$ cat config.mk
export PLATFORM = sky130hd
export DESIGN_NAME = mem_access_stage
export DESIGN_NICKNAME = d
export VERILOG_FILES = /design/src/rtl/mem_access_stage_pkg.sv /design/src/rtl/mem_access_stage_load_align_ext.sv /design/src/rtl/mem_access_stage.sv
export SDC_FILE = /design/constraint.sdc
export NUM_CORES = 1
export LEC_CHECK = 0
export ABC_AREA = 1
export CORE_ASPECT_RATIO = 1.1
export CORE_MARGIN = 8
export CORE_UTILIZATION = 40
export CTS_CLUSTER_DIAMETER = 200
export DETAILED_ROUTE_END_ITERATION = 7
export GPL_ROUTABILITY_DRIVEN = 0
export PLACE_DENSITY = 0.74
export SETUP_SLACK_MARGIN = 0.2
export SLEW_MARGIN = 15
export SYNTH_ARGS = -nofsm -noshare
export SYNTH_HDL_FRONTEND = slang
export SYNTH_HIERARCHICAL = 1
export SYNTH_SLANG_ARGS = --single-unit
$ cat constraint.sdc
create_clock -name clk -period 2.79 [get_ports clk]
set_input_delay 0.279 -clock clk [delete_from_list [all_inputs] [get_ports clk]]
set_output_delay 0.279 -clock clk [all_outputs]
set_load 0.02 [all_outputs]
$ cat src/rtl/mem_access_stage_pkg.sv
// Shared definitions for the RV32I memory stage: funct3 codes, FSM states,
// control-word field positions and the alignment-fault rule.
package mem_access_stage_pkg;

    localparam logic [2:0] F3_LB  = 3'b000;
    localparam logic [2:0] F3_LH  = 3'b001;
    localparam logic [2:0] F3_LW  = 3'b010;
    localparam logic [2:0] F3_LBU = 3'b100;
    localparam logic [2:0] F3_LHU = 3'b101;

    localparam int CW_RF_WB     = 8;
    localparam int CW_WB_SRC_HI = 7;
    localparam int CW_WB_SRC_LO = 6;
    localparam int CW_PC_SRC    = 5;
    localparam int CW_RD_HI     = 4;
    localparam int CW_RD_LO     = 0;

    typedef enum logic [1:0] {
        IDLE = 2'd0,
        REQ  = 2'd1,
        WAIT = 2'd2
    } state_e;

    // funct3[1:0] is the access size; undefined encodings fault like a misalignment.
    function automatic logic is_misaligned(input logic is_load, input logic [2:0] funct3,
                                           input logic [1:0] addr);
        logic bad_f3;
        bad_f3 = is_load ? ((funct3 == 3'b011) || (funct3[2:1] == 2'b11))
                         : (funct3 >= 3'b011);
        return bad_f3 || ((funct3[1:0] == 2'b01) && addr[0])
                      || ((funct3[1:0] == 2'b10) && (addr != 2'b00));
    endfunction

endpackage

$ cat src/rtl/mem_access_stage_load_align_ext.sv
// Picks the addressed byte/half out of a load word and sign- or zero-extends it.
module load_align_ext
    import mem_access_stage_pkg::*;
(
    input  logic [31:0] rdata,
    input  logic [1:0]  addr,
    input  logic [2:0]  funct3,
    output logic [31:0] data
);

    logic [7:0]  byte_sel;
    logic [15:0] half_sel;

    always_comb begin
        byte_sel = rdata[{addr, 3'b000} +: 8];
        half_sel = addr[1] ? rdata[31:16] : rdata[15:0];
        case (funct3)
            F3_LB:   data = {{24{byte_sel[7]}}, byte_sel};
            F3_LH:   data = {{16{half_sel[15]}}, half_sel};
            F3_LBU:  data = {24'd0, byte_sel};
            F3_LHU:  data = {16'd0, half_sel};
            default: data = rdata;
        endcase
    end

endmodule

$ cat src/rtl/mem_access_stage.sv
// MEM stage: drives the req/gnt/rvalid data-memory port, stalls upstream while an
// access is outstanding, and registers the MEM/WB outputs.
module mem_access_stage
    import mem_access_stage_pkg::*;
#(
    parameter int XLEN = 32,
    parameter int CW_W = 9
) (
    input  logic            clk,
    input  logic            rst_n,
    input  logic            ex_valid,
    input  logic [XLEN-1:0] ex_alu_result,
    input  logic [XLEN-1:0] ex_store_data,
    input  logic [XLEN-1:0] ex_target_pc,
    input  logic [4:0]      ex_mem_ctrl,
    input  logic [CW_W-1:0] ex_control_word,
    output logic            mem_stall,
    output logic            dmem_req,
    output logic            dmem_we,
    output logic [XLEN-1:0] dmem_addr,
    output logic [XLEN-1:0] dmem_wdata,
    output logic [3:0]      dmem_be,
    input  logic            dmem_gnt,
    input  logic            dmem_rvalid,
    input  logic [XLEN-1:0] dmem_rdata,
    output logic            wb_valid,
    output logic [XLEN-1:0] mem_data_out,
    output logic [XLEN-1:0] target_pc,
    output logic [XLEN-1:0] ALU_result_mem,
    output logic [CW_W-1:0] control_word_mem,
    output logic            misaligned
);

    state_e            state_q, state_d;
    logic [XLEN-1:0]   addr_q, addr_d, wdata_q, wdata_d;
    logic [3:0]        be_q, be_d;
    logic              we_q, we_d;
    logic [2:0]        funct3_q, funct3_d;
    logic              wb_valid_q, wb_valid_d, misaligned_q, misaligned_d;
    logic [XLEN-1:0]   mem_data_q, mem_data_d, target_pc_q, target_pc_d, alu_q, alu_d;
    logic [CW_W-1:0]   cw_q, cw_d;

    logic              mem_read, mem_write, is_mem, fault, accept, complete;
    logic [2:0]        ex_funct3;
    logic [XLEN-1:0]   lane_wdata, load_data;
    logic [3:0]        lane_be;

    assign mem_read  = ex_mem_ctrl[4];
    assign mem_write = ex_mem_ctrl[3];
    assign ex_funct3 = ex_mem_ctrl[2:0];
    assign is_mem    = mem_read | mem_write;
    assign fault     = is_mem & is_misaligned(mem_read, ex_funct3, ex_alu_result[1:0]);
    assign accept    = ex_valid & is_mem & ~fault;

    always_comb begin
        case (ex_funct3[1:0])
            2'b00: begin
                lane_wdata = {4{ex_store_data[7:0]}};
                lane_be    = 4'b0001 << ex_alu_result[1:0];
            end
            2'b01: begin
                lane_wdata = {2{ex_store_data[15:0]}};
                lane_be    = 4'b0011 << {ex_alu_result[1], 1'b0};
            end
            default: begin
                lane_wdata = ex_store_data;
                lane_be    = 4'b1111;
            end
        endcase
    end

    load_align_ext u_load_align_ext (
        .rdata  (dmem_rdata),
        .addr   (addr_q[1:0]),
        .funct3 (funct3_q),
        .data   (load_data)
    );

    always_comb begin
        state_d      = state_q;
        addr_d       = addr_q;
        wdata_d      = wdata_q;
        be_d         = be_q;
        we_d         = we_q;
        funct3_d     = funct3_q;
        mem_data_d   = mem_data_q;
        target_pc_d  = target_pc_q;
        alu_d        = alu_q;
        wb_valid_d   = 1'b0;
        cw_d         = '0;
        misaligned_d = 1'b0;
        complete     = 1'b0;

        case (state_q)
            IDLE: begin
                if (accept) begin
                    state_d  = REQ;
                    addr_d   = ex_alu_result;
                    wdata_d  = lane_wdata;
                    be_d     = lane_be;
                    we_d     = mem_write & ~mem_read;
                    funct3_d = ex_funct3;
                end else if (ex_valid) begin
                    complete = 1'b1;
                end
            end
            REQ: begin
                if (dmem_gnt) begin
                    state_d  = we_q ? IDLE : WAIT;
                    complete = we_q;
                end
            end
            WAIT: begin
                if (dmem_rvalid) begin
                    state_d    = IDLE;
                    complete   = 1'b1;
                    mem_data_d = load_data;
                end
            end
            default: state_d = IDLE;
        endcase

        // Upstream holds ex_* until completion, so WB fields come straight from them.
        if (complete) begin
            wb_valid_d  = 1'b1;
            alu_d       = ex_alu_result;
            target_pc_d = ex_target_pc;
            cw_d        = ex_control_word;
            if (state_q == IDLE && fault) begin
                cw_d[CW_RF_WB] = 1'b0;
                misaligned_d   = 1'b1;
            end
        end
    end

    always_ff @(posedge clk or negedge rst_n) begin
        if (!rst_n) begin
            state_q      <= IDLE;
            addr_q       <= '0;
            wdata_q      <= '0;
            be_q         <= '0;
            we_q         <= 1'b0;
            funct3_q     <= '0;
            wb_valid_q   <= 1'b0;
            misaligned_q <= 1'b0;
            mem_data_q   <= '0;
            target_pc_q  <= '0;
            alu_q        <= '0;
            cw_q         <= '0;
        end else begin
            state_q      <= state_d;
            addr_q       <= addr_d;
            wdata_q      <= wdata_d;
            be_q         <= be_d;
            we_q         <= we_d;
            funct3_q     <= funct3_d;
            wb_valid_q   <= wb_valid_d;
            misaligned_q <= misaligned_d;
            mem_data_q   <= mem_data_d;
            target_pc_q  <= target_pc_d;
            alu_q        <= alu_d;
            cw_q         <= cw_d;
        end
    end

    assign mem_stall        = (state_q == IDLE) ? accept : ~complete;
    assign dmem_req         = (state_q == REQ);
    assign dmem_we          = we_q;
    assign dmem_addr        = {addr_q[XLEN-1:2], 2'b00};
    assign dmem_wdata       = wdata_q;
    assign dmem_be          = be_q;
    assign wb_valid         = wb_valid_q;
    assign mem_data_out     = mem_data_q;
    assign target_pc        = target_pc_q;
    assign ALU_result_mem   = alu_q;
    assign control_word_mem = cw_q;
    assign misaligned       = misaligned_q;

endmodule

==> results.json <==
{
  "status": "finished clean",
  "setup_viol": 0,
  "cpPeakStageDelay_ns": 0.74,
  "topRoutingLayerUsed": "met4",
  "post-route-min-period_ns": 2.24,
  "vias": 7822,
  "end_kind": "output port",
  "cts_root_buf": "clkbuf_16",
  "post_synth.cell_area_avg_sq_um": 8.17,
  "relSlewSlack_pct": 47.5,
  "ant_nets": 0,
  "wl_per_cell_um": 16.9,
  "path_buf_inv": 2,
  "antenna_found_initial": 0,
  "crit_chain": "inv_1 > nor2_1 > clkdlybuf4s50_1",
  "grt_setup_unrepaired": "no",
  "diodes": 0,
  "switching_share_pct": 39.4,
  "initial_core_util_pct": 40.4,
  "total_power_w": 0.0115,
  "ys_seq_elements": 181,
  "p_sw_w": 0.00451,
  "htree_levels": 4,
  "vdd_drop_max_v": 0.000475,
  "grt_pass1_vias": 7730,
  "first_iter_violations": 395,
  "skew_ns": 0.0201,
  "io-pin-count": 325,
  "routed_via_density": 4.84,
  "synth_top_flop_cell": "dfrtp_1",
  "path_clk_slew_ns": 0.07,
  "layout-drive-gt1-share_pct": 6.94,
  "final_nets": 1459,
  "cell_internal_pwr_w": 0.00695,
  "hold_viol": 0,
  "cts_made_buffers": 17,
  "power_frac_comb_pct": 44.5,
  "grt_remaining_overflow": 0,
  "met3_wirelength_um": 2190,
  "p_leak_nw": 6.17,
  "worst_pin_slew_ns": 0.788,
  "drc": 0,
  "layout_common_cells": "nand2_1, clkdlybuf4s50_1, dfrtp_1",
  "core_sq_mm": 0.0211,
  "grt_usage_pct": 20.6,
  "slew_viol_final": 0,
  "portBuffers": 322,
  "grt_pass1_wl_um": 42400,
  "max_freq_mhz": 447,
  "cts.sinks": 181,
  "die_w_um": 155,
  "critPathTopFamily": "buffers and inverters",
  "dieArea_sq_mm": 0.0262,
  "pwr-share-clk_pct": 20.3,
  "cts_tree": "yes",
  "core.rowCount": 56,
  "route.met2.wl_um": 12800,
  "pwr_density_cell_mw_per_mm2": 929,
  "power_frac_seq_pct": 35.2,
  "fin_crit_sh_pct": 80.1,
  "synth-edff-count": 0,
  "critPathLaunchType": "flip-flop",
  "drt_pass1_iterations": 4,
  "arrival_ns": 1.96,
  "area_growth_pct": 45.0,
  "die_y_um": 169,
  "async_flop_share_pct": 100,
  "crit_fanout": 3,
  "yosys_warnings": 6,
  "setup_tns_ns": 0,
  "dp_hpwl_um": 19900,
  "syn_area_sq_mm": 0.00851,
  "final_common_cell": "nand2_1",
  "synthCells": 1042,
  "post-cts-setup-buffers": 0,
  "grt_max_degree": 79,
  "crit_type": "flip-flop to output port",
  "seq_area_frac_synth_pct": 53.2,
  "clock_path_buffers": 2,
  "clkLatencyLatePin_ns": 0.43,
  "met1_length_um": 11500,
  "wl_um": 27300,
  "cp.required_ns": 2.51,
  "hp-class": "input pin to flip-flop",
  "critPathSlowestCell": "clkdlybuf4s50_1",
  "drv_cap": 0,
  "post_synth_num_cell_types": 34
}
registers in the layout, indices dropped and copies added (netlist names), 2 cells and up:
register / cells
dmem_wdata: 32
funct3_q: 3
target_pc: 32
addr_q: 32
dmem_be: 4
control_word_mem: 9
state_q: 2
mem_data_out: 32
ALU_result_mem: 32
final timing paths:
check | start | to | slack (ns) | cells past startpoint
min reg2reg | mem_data_out[28]$_DFFE_PN0P_ | mem_data_out[28]$_DFFE_PN0P_ | 0.47 | 2
min in group asynchronous | rst_n | mem_data_out[5]$_DFFE_PN0P_ | 0.47 | 2
min | ex_control_word[3] | control_word_mem[3]$_DFF_PN0_ | 0.37 | 3
max reg2reg | addr_q[1]$_DFFE_PN0P_ | mem_data_out[24]$_DFFE_PN0P_ | 0.65 | 7
max in group asynchronous | rst_n | target_pc[8]$_DFFE_PN0P_ | 1.50 | 3
max | state_q[0]$_DFFE_PN0P_ | dmem_req | 0.55 | 3
through the flow:
step / area, sq um / setup WS (ns) / util (%) / hold slack, ns / instances
floorplan: 8520 / 0.953 / - / -0.0166 / 1043
global placement: 11800 / 0.426 / 55.8 / 0.361 / 1582
detailed placement: 11800 / 0.380 / 55.8 / 0.364 / 1582
CTS: 12300 / 0.282 / 58.5 / 0.346 / 1615
global route: 12300 / 0.420 / 58.5 / 0.361 / 1615
finish: 12300 / 0.554 / 58.5 / 0.370 / 1615
power groups by stage:
stage	logic [W]	clock network [W]	registers (W)
6_report	0.00510	0.00233	0.00403
2_1_floorplan	0.00204	0	0.00484
3_5_place_dp	0.00515	0	0.00407
3_3_place_gp	0.00510	0	0.00403
5_1_grt	0.00551	0.00250	0.00414
4_1_cts	0.00517	0.00240	0.00403
layer usage:
metal / GRT usage [%] / vias up
met2: 32.9 / 301
met1: 25.9 / 3693
met5: 0 / -
met4: 8.23 / 0
li1: - / 3778
met3: 5.89 / 50
worst reg2reg max path, stage by stage, from the launching register on:
cell and delay (ns):
dfrtp_1 0.85, nand2_1 0.21, nand3_2 0.12, nand2_2 0.06, nand2_2 0.45, nand3_1 0.17, nand2_1 0.11, nand2_1 0.05
cell usage after synthesis, types with 8 or more instances:
| cell type | n | share of area [%] |
|---|---|---|
| nand2_1 | 500 | 22 |
| buf_6 | 11 | 1.5 |
| dfrtp_1 | 181 | 53 |
| clkbuf_1 | 19 | 0.84 |
| nor2_1 | 26 | 1.1 |
| mux2i_1 | 8 | 0.94 |
| inv_1 | 37 | 1.6 |
| buf_2 | 21 | 1.2 |
| nand3_1 | 96 | 5.6 |
| a21oi_1 | 17 | 1.0 |
| o21ai_1 | 22 | 1.3 |
| nand3_2 | 18 | 2.1 |
| buf_4 | 36 | 3.2 |
logic make-up after synthesis:
group / share of synthesized area (%)
simple gates: 33.1
flops: 53.2
compound gates: 3.81
other cells: 0.0440
buf+inv: 8.86
mux: 0.941
layout make-up:
class | count | area (sq um)
fillers | 1920 | 8750
repair buffers | 338 | 3450
well taps | 290 | 363
multi-input cells | 731 | 3260
clock inverters | 13 | 131
clock buffers | 19 | 433
flip-flops and latches | 181 | 4530
inverters | 43 | 169
timing repair:
| action | 4_1_cts | 5_1_grt |
|---|---|---|
| hold buffers | 1 | 0 |
| gates resized for setup | 0 | 1 |
| setup endpoints to repair | 0 | 1 |
| hold endpoints to repair | 75 | 0 |
Note: power is estimated with default switching activity, not from simulation.
